### config.mk
export PLATFORM = sky130hd
export DESIGN_NAME = uart_rx_frame_ctrl
export DESIGN_NICKNAME = d
export VERILOG_FILES = /design/src/rtl/uart_pkg.sv /design/src/rtl/uart_frame_buf.sv /design/src/rtl/uart_rx_frame_ctrl.sv
export SDC_FILE = /design/constraint.sdc
export NUM_CORES = 1
export LEC_CHECK = 0
export ABC_AREA = 1
export BUFFER_PORTS_ARGS = -buffer_cell sky130_fd_sc_hd__buf_4
export CAP_MARGIN = 5
export CORE_MARGIN = 3
export CORE_UTILIZATION = 40
export DETAILED_ROUTE_END_ITERATION = 10
export MAX_ROUTING_LAYER = met4
export PLACE_DENSITY_LB_ADDON = 0.25
export SLEW_MARGIN = 10
export SYNTH_ARGS = -nofsm -noshare
export SYNTH_HDL_FRONTEND = slang
export SYNTH_HIERARCHICAL = 1
export SYNTH_SLANG_ARGS = --single-unit
### constraint.sdc
create_clock -name clk -period 1.91 [get_ports clk]
set_clock_uncertainty 0.1 [all_clocks]
set_input_delay 0.191 -clock clk [delete_from_list [all_inputs] [get_ports clk]]
set_output_delay 0.191 -clock clk [all_outputs]
set_load 0.005 [all_outputs]
### src/rtl/uart_pkg.sv
// rtl/uart_pkg.sv - shared types and constants for the UART frame receiver
package uart_pkg;

    typedef enum logic [2:0] {
        ST_HUNT    = 3'd0,
        ST_LEN     = 3'd1,
        ST_PAYLOAD = 3'd2,
        ST_CSUM    = 3'd3,
        ST_DRAIN   = 3'd4
    } state_t;

    typedef enum logic [1:0] {
        ERR_NONE    = 2'd0,
        ERR_LEN     = 2'd1,
        ERR_CSUM    = 2'd2,
        ERR_TIMEOUT = 2'd3
    } err_code_t;

    localparam logic [7:0] SOF_DEFAULT = 8'hA5;

    // Index width for a counter/array of n entries, never less than one bit
    function automatic int idx_width(input int n);
        return (n > 1) ? $clog2(n) : 1;
    endfunction

endpackage

### src/rtl/uart_frame_buf.sv
// rtl/uart_frame_buf.sv - payload byte buffer, sync write / async read
module uart_frame_buf
    import uart_pkg::*;
#(
    parameter int MAX_LEN = 16,
    parameter int IDX_W   = idx_width(MAX_LEN)
) (
    input  logic             clk,
    input  logic             wr_en,
    input  logic [IDX_W-1:0] wr_idx,
    input  logic [7:0]       wr_d,
    input  logic [IDX_W-1:0] rd_idx,
    output logic [7:0]       rd_d
);

    logic [7:0] mem [MAX_LEN];

    // Store one payload byte per accepted write
    always_ff @(posedge clk) begin
        if (wr_en) begin
            mem[wr_idx] <= wr_d;
        end
    end

    assign rd_d = mem[rd_idx];

endmodule

### src/rtl/uart_rx_frame_ctrl.sv
// rtl/uart_rx_frame_ctrl.sv - SOF/LEN/payload/checksum frame parser with drain stream
module uart_rx_frame_ctrl
    import uart_pkg::*;
#(
    parameter int         MAX_LEN      = 16,
    parameter int         TIMEOUT_CLKS = 8680,
    parameter logic [7:0] SOF          = SOF_DEFAULT
) (
    input  logic       clk,
    input  logic       reset,
    input  logic [7:0] rx_d_i,
    input  logic       rx_done_i,
    output logic [7:0] out_d_o,
    output logic       out_valid_o,
    input  logic       out_ready_i,
    output logic       out_last_o,
    output logic       frame_ok_o,
    output logic       err_o,
    output logic [1:0] err_code_o,
    output logic       overrun_o
);

    localparam int             IDX_W     = idx_width(MAX_LEN);
    localparam int             TO_W      = idx_width(TIMEOUT_CLKS);
    localparam logic [TO_W-1:0] TO_LAST  = TO_W'(TIMEOUT_CLKS - 1);
    localparam logic [7:0]     MAX_LEN_B = 8'(MAX_LEN);

    state_t           state;
    logic [IDX_W-1:0] len_m1;
    logic [IDX_W-1:0] wr_idx;
    logic [IDX_W-1:0] rd_idx;
    logic [7:0]       csum;
    logic [7:0]       csum_sum;
    logic [TO_W-1:0]  to_cnt;
    logic [7:0]       buf_rd_d;
    logic             buf_wr_en;
    logic             len_bad;

    assign csum_sum  = csum + rx_d_i;
    assign buf_wr_en = (state == ST_PAYLOAD) && rx_done_i;
    assign len_bad   = (rx_d_i == 8'd0) || (rx_d_i > MAX_LEN_B);

    uart_frame_buf #(
        .MAX_LEN (MAX_LEN),
        .IDX_W   (IDX_W)
    ) u_buf (
        .clk    (clk),
        .wr_en  (buf_wr_en),
        .wr_idx (wr_idx),
        .wr_d   (rx_d_i),
        .rd_idx (rd_idx),
        .rd_d   (buf_rd_d)
    );

    // Data/last are forced low outside DRAIN so stale buffer contents never leak out
    assign out_d_o    = out_valid_o ? buf_rd_d : 8'h00;
    assign out_last_o = out_valid_o && (rd_idx == len_m1);

    // Frame parser, checksum accumulator, inter-byte timeout and drain control
    always_ff @(posedge clk) begin
        if (reset) begin
            state       <= ST_HUNT;
            len_m1      <= '0;
            wr_idx      <= '0;
            rd_idx      <= '0;
            csum        <= 8'h00;
            to_cnt      <= '0;
            out_valid_o <= 1'b0;
            frame_ok_o  <= 1'b0;
            err_o       <= 1'b0;
            err_code_o  <= ERR_NONE;
            overrun_o   <= 1'b0;
        end else begin
            frame_ok_o <= 1'b0;
            err_o      <= 1'b0;
            overrun_o  <= 1'b0;

            case (state)
                ST_HUNT: begin
                    to_cnt <= '0;
                    if (rx_done_i && (rx_d_i == SOF)) begin
                        state <= ST_LEN;
                    end
                end

                ST_LEN, ST_PAYLOAD, ST_CSUM: begin
                    if (!rx_done_i) begin
                        // A byte on the terminal cycle takes the other branch, so it always wins
                        if (to_cnt == TO_LAST) begin
                            to_cnt     <= '0;
                            err_o      <= 1'b1;
                            err_code_o <= ERR_TIMEOUT;
                            state      <= ST_HUNT;
                        end else begin
                            to_cnt <= to_cnt + TO_W'(1);
                        end
                    end else begin
                        to_cnt <= '0;
                        case (state)
                            ST_LEN: begin
                                if (len_bad) begin
                                    err_o      <= 1'b1;
                                    err_code_o <= ERR_LEN;
                                    state      <= ST_HUNT;
                                end else begin
                                    len_m1 <= IDX_W'(rx_d_i - 8'd1);
                                    csum   <= rx_d_i;
                                    wr_idx <= '0;
                                    state  <= ST_PAYLOAD;
                                end
                            end
                            ST_PAYLOAD: begin
                                csum   <= csum_sum;
                                wr_idx <= wr_idx + IDX_W'(1);
                                if (wr_idx == len_m1) begin
                                    state <= ST_CSUM;
                                end
                            end
                            default: begin
                                if (csum_sum == 8'h00) begin
                                    frame_ok_o  <= 1'b1;
                                    rd_idx      <= '0;
                                    out_valid_o <= 1'b1;
                                    state       <= ST_DRAIN;
                                end else begin
                                    err_o      <= 1'b1;
                                    err_code_o <= ERR_CSUM;
                                    state      <= ST_HUNT;
                                end
                            end
                        endcase
                    end
                end

                ST_DRAIN: begin
                    to_cnt <= '0;
                    if (rx_done_i) begin
                        overrun_o <= 1'b1;
                    end
                    if (out_valid_o && out_ready_i) begin
                        if (rd_idx == len_m1) begin
                            out_valid_o <= 1'b0;
                            state       <= ST_HUNT;
                        end else begin
                            rd_idx <= rd_idx + IDX_W'(1);
                        end
                    end
                end

                default: begin
                    out_valid_o <= 1'b0;
                    state       <= ST_HUNT;
                end
            endcase
        end
    end

endmodule

# Word level (Yosys, flattened, before mapping)
# Memory sizes are Yosys's and may differ from the RTL's. A register that Yosys moved wholly into a read port is not among the register bits.
# Index checks and enable logic that the tools add are counted.
# op_classes
n_eq_ne,21
n_bitwise,5
n_mux,46
addsub,5
reduce_logical,24
n_lt_le_gt_ge,1
# op_table
operator,n
4-bit 2-to-1 mux,8
14-bit 2-to-1 mux,2
14-bit one-hot mux with 2 select lines,1
3-bit 2-to-1 mux,7
"2-bit inequality test, second input constant",9
8-bit logical NOT,2
8-bit 2-to-1 mux,2
4-bit one-hot mux with 2 select lines,2
8-bit one-hot mux with 2 select lines,1
"14-bit by 1-bit adder with 14-bit output, second input constant",1
"14-bit == test, second input constant",1
1-bit 2-to-1 mux,13
6-bit AND reduction,2
2-bit 2-to-1 mux,5
5-bit AND reduction,2
3-bit one-hot mux with 3 select lines,1
"4-bit by 1-bit adder with 4-bit output, second input constant",2
8-bit adder,1
4-bit == test,2
"8-bit == test, second input constant",1
"8-bit by 5-bit > comparator with 1-bit output, second input constant",1
4-bit AND reduction,2
2-bit nonzero test,4
2-bit OR reduction,4
other kinds (17),26
# totals
mem_bits_rw,128
output_inout_bits,15
in_bits,12
elab_cells,114
mem_count,1
regBits,43
# memory_table
memory,depth,width,read_ports,rd_ports_with_merged_regs,write_ports,line,text
u_buf.mem,16,8,1,1,1,uart_frame_buf.sv:16,logic [7:0] mem [MAX_LEN];

# Depth between registers and ports, before layout
# Gate-level depths: netlist of run 1.
# logic_depth
depth_word,8
depth_mapped,14
ltp_nobuf,14

# By module
# The synthesis of run 1 kept the hierarchy.
# modules_own_cells
module,seq_area_each_um2,n_inst,area_per_inst_um2,cells_each
uart_frame_buf,3843.7,1,5606.6,543
uart_rx_frame_ctrl,860.8,1,2752.6,415

# Worst setup path after synthesis of run 1
# OpenSTA, ideal clock, no wires.
# synth_path
path_kind,register to register
startpoint,register csum[0]
endpoint,register rd_idx[0]
n_path_buf,0
t_arrival_ps,1858
path_stages_with_launch,12
synth_period_minus_slack_ps,2073
setup_slack_ps,-163
t_required_ps,1695
setup_ps,115
path_cell_list,dfxtp_1 > ha_1 > fa_1 > or2_2 > nor2_1 > nand3_1 > nor2_2 > nand2_2 > nand2_4 > nand3_1 > nand2_1 > nor2_1
# synth_via
elab_chain_len,4
# synth_rtl
element,line,text
"start, declared",uart_rx_frame_ctrl.sv:32,logic [7:0] csum;
"start signal, assigned",uart_rx_frame_ctrl.sv:107,csum <= rx_d_i;
"start signal, assigned",uart_rx_frame_ctrl.sv:113,csum <= csum_sum;
8-bit adder,uart_rx_frame_ctrl.sv:39,assign csum_sum = csum + rx_d_i;
8-bit logical NOT,uart_rx_frame_ctrl.sv:120,if (csum_sum == 8'h00) begin
2-bit inequality test (no line),--,
6-bit AND reduction (no line),--,
"end signal, assigned",uart_rx_frame_ctrl.sv:145,rd_idx <= rd_idx + IDX_W'(1);
"end, declared",uart_rx_frame_ctrl.sv:31,logic [IDX_W-1:0] rd_idx;
# Every way passes these cells.
# A chain may end at the register's enable or synchronous reset.

==> impl_metrics.env, run 1 <==
export IMPL_syn_nets=983
export IMPL_ys_ff_latch=171
export IMPL_worst_path_max_fanout=8
export IMPL_overflow=0
export IMPL_synth_area_leaders="edfxtp_1 46%, nand2_1 13%, dfxtp_1 10%"
export IMPL_vias=6600
export IMPL_die_h_um=151
export IMPL_fin_setup_tns_ns=-2.54
export IMPL_drv_cap=0
export IMPL_fin_crit_sh=1.11
export IMPL_violations="setup timing"
export IMPL_drc=0
export IMPL_worstMarginPinSlew_ns=0.435
export IMPL_nNetsFinal=1074
export IMPL_arrival_ns=1.82
export IMPL_area_delta_synth_final_pct=25.1
export IMPL_yosysMostFrequentCell="nand2_1"
export IMPL_r2r_start="csum[0]"
export IMPL_slew_headroom=0.710
export IMPL_drt_first_iter_violations=454
export IMPL_drive_gt1_frac=0.227
export IMPL_rr_worst_depth=11
export IMPL_synthArstFlopShare=0
export IMPL_grt_usage=0.198
export IMPL_synthCells=958
export IMPL_clk_pin_slew_ns=0.07
export IMPL_cp_required_ns=1.62
export IMPL_clock_latency_ns=0.43
export IMPL_cts_buffers=17
export IMPL_worstSetupStartpoint="rd_idx[0]"
export IMPL_antenna_found_initial=0
export IMPL_rsz0062_at_grt="yes"
export IMPL_hp_start="reset"
export IMPL_timing_hold_ws_ns=0.0158
export IMPL_start_util=0.410
export IMPL_yosysTopAreaCellShare=0.460
export IMPL_synthesis_area_um2=8360
export IMPL_first_pass_iters=5
export IMPL_endpoint_kind="output pin"
export IMPL_status="finished with violations"
export IMPL_grt_max_degree=33
export IMPL_hpwl_um=13000
export IMPL_finalMaxSlewViolations=0
export IMPL_place_ws_ns=-0.288
export IMPL_fin_area_um2=10500
export IMPL_dieArea_um2=22700
export IMPL_synth_flop_cell="edfxtp_1"
export IMPL_setup_viol=19
export IMPL_diodes=0
export IMPL_place_congestion=0.830
export IMPL_root_buffer="clkbuf_16"
export IMPL_synth_edf_count=128
export IMPL_avgSynthCellArea_um2=8.73
export IMPL_io_buffers=26
export IMPL_die_w_um=151
export IMPL_vdd_ir_drop_worst_mv=0.809
export IMPL_htreeDepth=4
export IMPL_setup_slack_ns=-0.205
export IMPL_yosys_warnings=6
export IMPL_synth_area_leader_cell="edfxtp_1"
export IMPL_wirelength_um=21200
export IMPL_clockBufferDepth=2
export IMPL_vias_per_cell=4.96
export IMPL_fmax_ghz=0.473
export IMPL_core_um2=20400
export IMPL_grt_first_pass_wirelength_um=33500
export IMPL_crit_type="register to output pin"
export IMPL_grt_pass1_vias=6328
export IMPL_dpl_cell_area_um2=9230
export IMPL_whs_path_depth=2
export IMPL_min_period_ns=2.12
export IMPL_fp_row_count=52
export IMPL_synth_seq_area_share=0.563
export IMPL_leakage_nw=4.57
export IMPL_cts_num_sinks=171
export IMPL_powerDensity_nw_per_um2=1250
export IMPL_io_pins=27
export IMPL_cts_tree="yes"
export IMPL_ant_nets=0
export IMPL_wl_per_cell_um=15.9
export IMPL_critPathLaunchType="register"
export IMPL_hold_violations=0
export IMPL_yosys_top_cells_count="283 x nand2_1, 145 x inv_1, 128 x edfxtp_1, 128 x nand3_1, 52 x nor2_1"
export IMPL_synth_cell_types=38
export IMPL_hp_class="input pin to register"
[worst max-delay path, cell delays in order, from the launching register on]
cell and delay (ns):
dfxtp_4 0.45, buf_12 0.16, buf_16 0.13, nand2_1 0.06, nand2_1 0.07, nand2_1 0.06, nand3_2 0.07, nand3_2 0.08
nand2_1 0.08, nand2_1 0.08, inv_1 0.07, buf_4 0.10
[cell type report]
| cell class | count | area [um^2] |
|---|---|---|
| Sequential cell | 171 | 4710 |
| Tap cell | 270 | 338 |
| Timing Repair Buffer | 105 | 1050 |
| Inverter | 155 | 596 |
| Fill cell | 1862 | 9910 |
| Clock inverter | 14 | 113 |
| Clock buffer | 17 | 425 |
| Multi-Input combinational cell | 599 | 3220 |
[cell families (layout without fill, tap and decap cells)]
kind of cell	count (synthesis)	count (layout)	share of synthesized area
AND/OR/NAND/NOR	503	504	0.262
buffers and inverters	189	291	0.0959
XOR/XNOR	16	16	0.0168
AO/OA/AOI/OAI	66	66	0.0424
flip-flops	171	171	0.563
adder cells (fa/ha/maj)	13	13	0.0204
[layout by cell type, fill, tap and decap left out, drive strengths merged, types with 19 or more instances in the layout]
cell type and count:
a21oi 32, buf 102, clkbuf 19, dfxtp 43, edfxtp 128, inv 160, nand2 289, nand3 130
nor2 61, o21ai 23
[per-stage QoR]
step,total power [mW],instances,utilization
global placement,8.48,1281,0.453
CTS,12.7,1327,0.502
detailed placement,8.52,1281,0.453
floorplan,7.21,958,-
global route,13.9,1331,0.513
finish,13.1,1331,0.513
[where the power goes]
part / switching [mW] / internal [mW]
Clock: 1.55 / 1.69
Combinational: 3.16 / 2.32
Sequential: 0.193 / 4.16
[sequential cells by signal (all words and copies together), names as in the netlist]
name and flops:
overrun_o 1, out_valid_o 1, rd_idx 4, len_m1 4, wr_idx 4, csum 8, frame_ok_o 1, err_o 1
err_code_o 2, state 3, u_buf/mem 128, to_cnt 14
[path summary, 6_finish.rpt]
check / end / slack (ns)
hold / removal: err_code_o[0] / 0.02
setup / recovery: out_d_o[6] / -0.21
hold reg to reg: csum[5] / 0.37
setup reg to reg: rd_idx[0] / -0.18
[per-layer routing]
metal / global-route usage / routed length (um) / vias up / part of all wire
met5: - / 0 / - / 0
met4: 0.0503 / 301 / 0 / 0.014
met3: 0.0334 / 1090 / 25 / 0.052
met2: 0.319 / 10200 / 175 / 0.48
met1: 0.263 / 9580 / 3111 / 0.45
li1: - / - / 3289 / -
[what timing repair did]
action | 4_1_cts | 5_1_grt
hold endpoints to repair | 2 | 0
cloned | 6 | 2
pin swaps | 14 | 22
setup endpoints to repair | 19 | 111
resized for setup | 55 | 38
buffers inserted | 8 | 2
hold buffers | 1 | 0
(Power assumes the default switching activity.)
==> run 2, diff against run 1 <==
- SETUP_SLACK_MARGIN: not set -> 0.3
==> impl_metrics.env, run 2 (same netlist as run 1, synthesis figures left out) <==
export IMPL_p_total_mw=13.5
export IMPL_vias_per_cell=4.97
export IMPL_place_ws_ns=-0.276
export IMPL_cts_tree="yes"
export IMPL_rsz0062_at_grt="yes"
export IMPL_dieArea_um2=22700
export IMPL_antenna_found_initial=0
export IMPL_arrival_ns=2.36
export IMPL_cp_required_ns=2.13
export IMPL_grt_usage=0.195
export IMPL_root_buffer="clkbuf_16"
export IMPL_first_pass_iters=5
export IMPL_overflow=0
export IMPL_drc=0
export IMPL_diodes=0
export IMPL_io_pins=27
export IMPL_worst_path_max_fanout=5
export IMPL_drive_gt1_frac=0.296
export IMPL_wirelength_um=21900
export IMPL_dp_cells=1266
export IMPL_status="finished with violations"
export IMPL_crit_chain="ha_4 -> fa_2 -> or2_4 -> nor2_4 -> nand3_2 -> nor2_4 -> nand2_4 -> nand2_4 -> nand3_2 -> nand2_1 -> nor2_1"
export IMPL_worstMarginPinSlew_ns=0.462
export IMPL_setup_slack_ns=-0.225
export IMPL_die_h_um=151
export IMPL_leakage_nw=4.71
export IMPL_fin_util=0.547
export IMPL_r2r_setup_slack_ns=-0.23
export IMPL_grt_first_pass_wirelength_um=33000
export IMPL_hold_violations=0
export IMPL_die_w_um=151
export IMPL_violations="setup timing"
export IMPL_fp_row_count=52
export IMPL_io_buffers=26
export IMPL_start_util=0.410
export IMPL_vdd_ir_drop_worst_mv=0.826
export IMPL_critPathBufInv=0
export IMPL_largest_register_ffs=128
export IMPL_clockBufferDepth=2
export IMPL_core_um2=20400
export IMPL_cp_top_family="simple AND/OR/NAND/NOR gates"
export IMPL_grt_pass1_vias=6221
export IMPL_ant_nets=0
export IMPL_clk_pin_slew_ns=0.07
export IMPL_htreeDepth=4
export IMPL_drt_first_iter_violations=402
export IMPL_final_common_cell="nand2_1"
export IMPL_nNetsFinal=1091
export IMPL_endpoint_kind="register"
export IMPL_fin_crit_sh=1.12
export IMPL_multiInputGateArea_um2=3620
export IMPL_crit_path_max_incr_delay_ns=0.44
export IMPL_hp_class="input pin to register"
export IMPL_slew_headroom=0.692
export IMPL_top_register="u_buf/mem"
export IMPL_place_congestion=0.869
export IMPL_ff_latch_area_um2=4730
export IMPL_vias=6707
export IMPL_finalMaxSlewViolations=0
export IMPL_area_delta_synth_final_pct=33.2
export IMPL_fmax_ghz=0.468
export IMPL_wl_per_cell_um=16.2
export IMPL_min_period_ns=2.14
export IMPL_final_cell_mix="249 x nand2_1, 144 x inv_1, 128 x edfxtp_1"
export IMPL_cts_buffers=17
export IMPL_hpwl_um=13000
export IMPL_layoutNonFillerInstCount=1349
export IMPL_clock_latency_ns=0.43
export IMPL_grt_max_degree=40
export IMPL_drv_cap=0
export IMPL_critPathLaunchType="register"
export IMPL_fill_cells=1738
export IMPL_cp_slowest_cell="fa_2"
export IMPL_setup_viol=19
export IMPL_powerDensity_nw_per_um2=1210
export IMPL_cts_num_sinks=171
export IMPL_crit_type="register to register"
export IMPL_reg_largest_list="u_buf/mem (128), to_cnt (14), csum (8)"
-- run 2: layout make-up --
type	count	share of cell area
clock buffer	17	0.0382
clock inverter	15	0.0144
inverter	155	0.0538
multi-input combinational	600	0.326
sequential	171	0.425
tap	270	0.0303
timing repair buffer	119	0.111
timing repair inverter	2	0.00112
-- run 2: repair_timing --
| action | CTS | global route |
|---|---|---|
| setup buffers | 26 | 12 |
| hold endpoints to repair | 6 | 0 |
| pin swaps | 47 | 49 |
| gates resized for setup | 67 | 103 |
| cloned | 5 | 6 |
| hold buffers | 2 | 0 |
| setup endpoints to repair | 160 | 174 |
-- run 2: metal layers --
layer | routed length, um | global-route usage | vias up
li1 | - | - | 3322
met1 | 10100 | 0.262 | 3136
met2 | 10200 | 0.298 | 215
met3 | 1100 | 0.0382 | 34
met4 | 529 | 0.0682 | 0
met5 | 0 | - | -
-- run 2: final timing paths --
path / start / endpoint / cells after the start
max: csum[0] / rd_idx[0] / 11
min: reset / err_code_o[0] / 2
max reg2reg: csum[0] / rd_idx[0] / 11
min reg2reg: csum[6] / csum[6] / 2
-- run 2: report_power, final --
group,internal [mW],total (mW),leakage (nW),switching [mW]
clock,1.85,3.42,0.279,1.57
sequential,4.17,4.38,1.51,0.206
combinational,2.36,5.69,2.93,3.32
-- run 2: metrics by stage --
stage | hold WS [ns] | TNS [ns] | cell area (um^2)
2_1_floorplan | 0.181 | -0.544 | 8550
3_3_place_gp | 0.356 | -1.92 | 9250
3_5_place_dp | 0.357 | -2.50 | 9250
4_1_cts | 0.00243 | -3.27 | 10500
5_1_grt | 0.0139 | -5.12 | 11100
6_report | 0.0193 | -3.44 | 11100
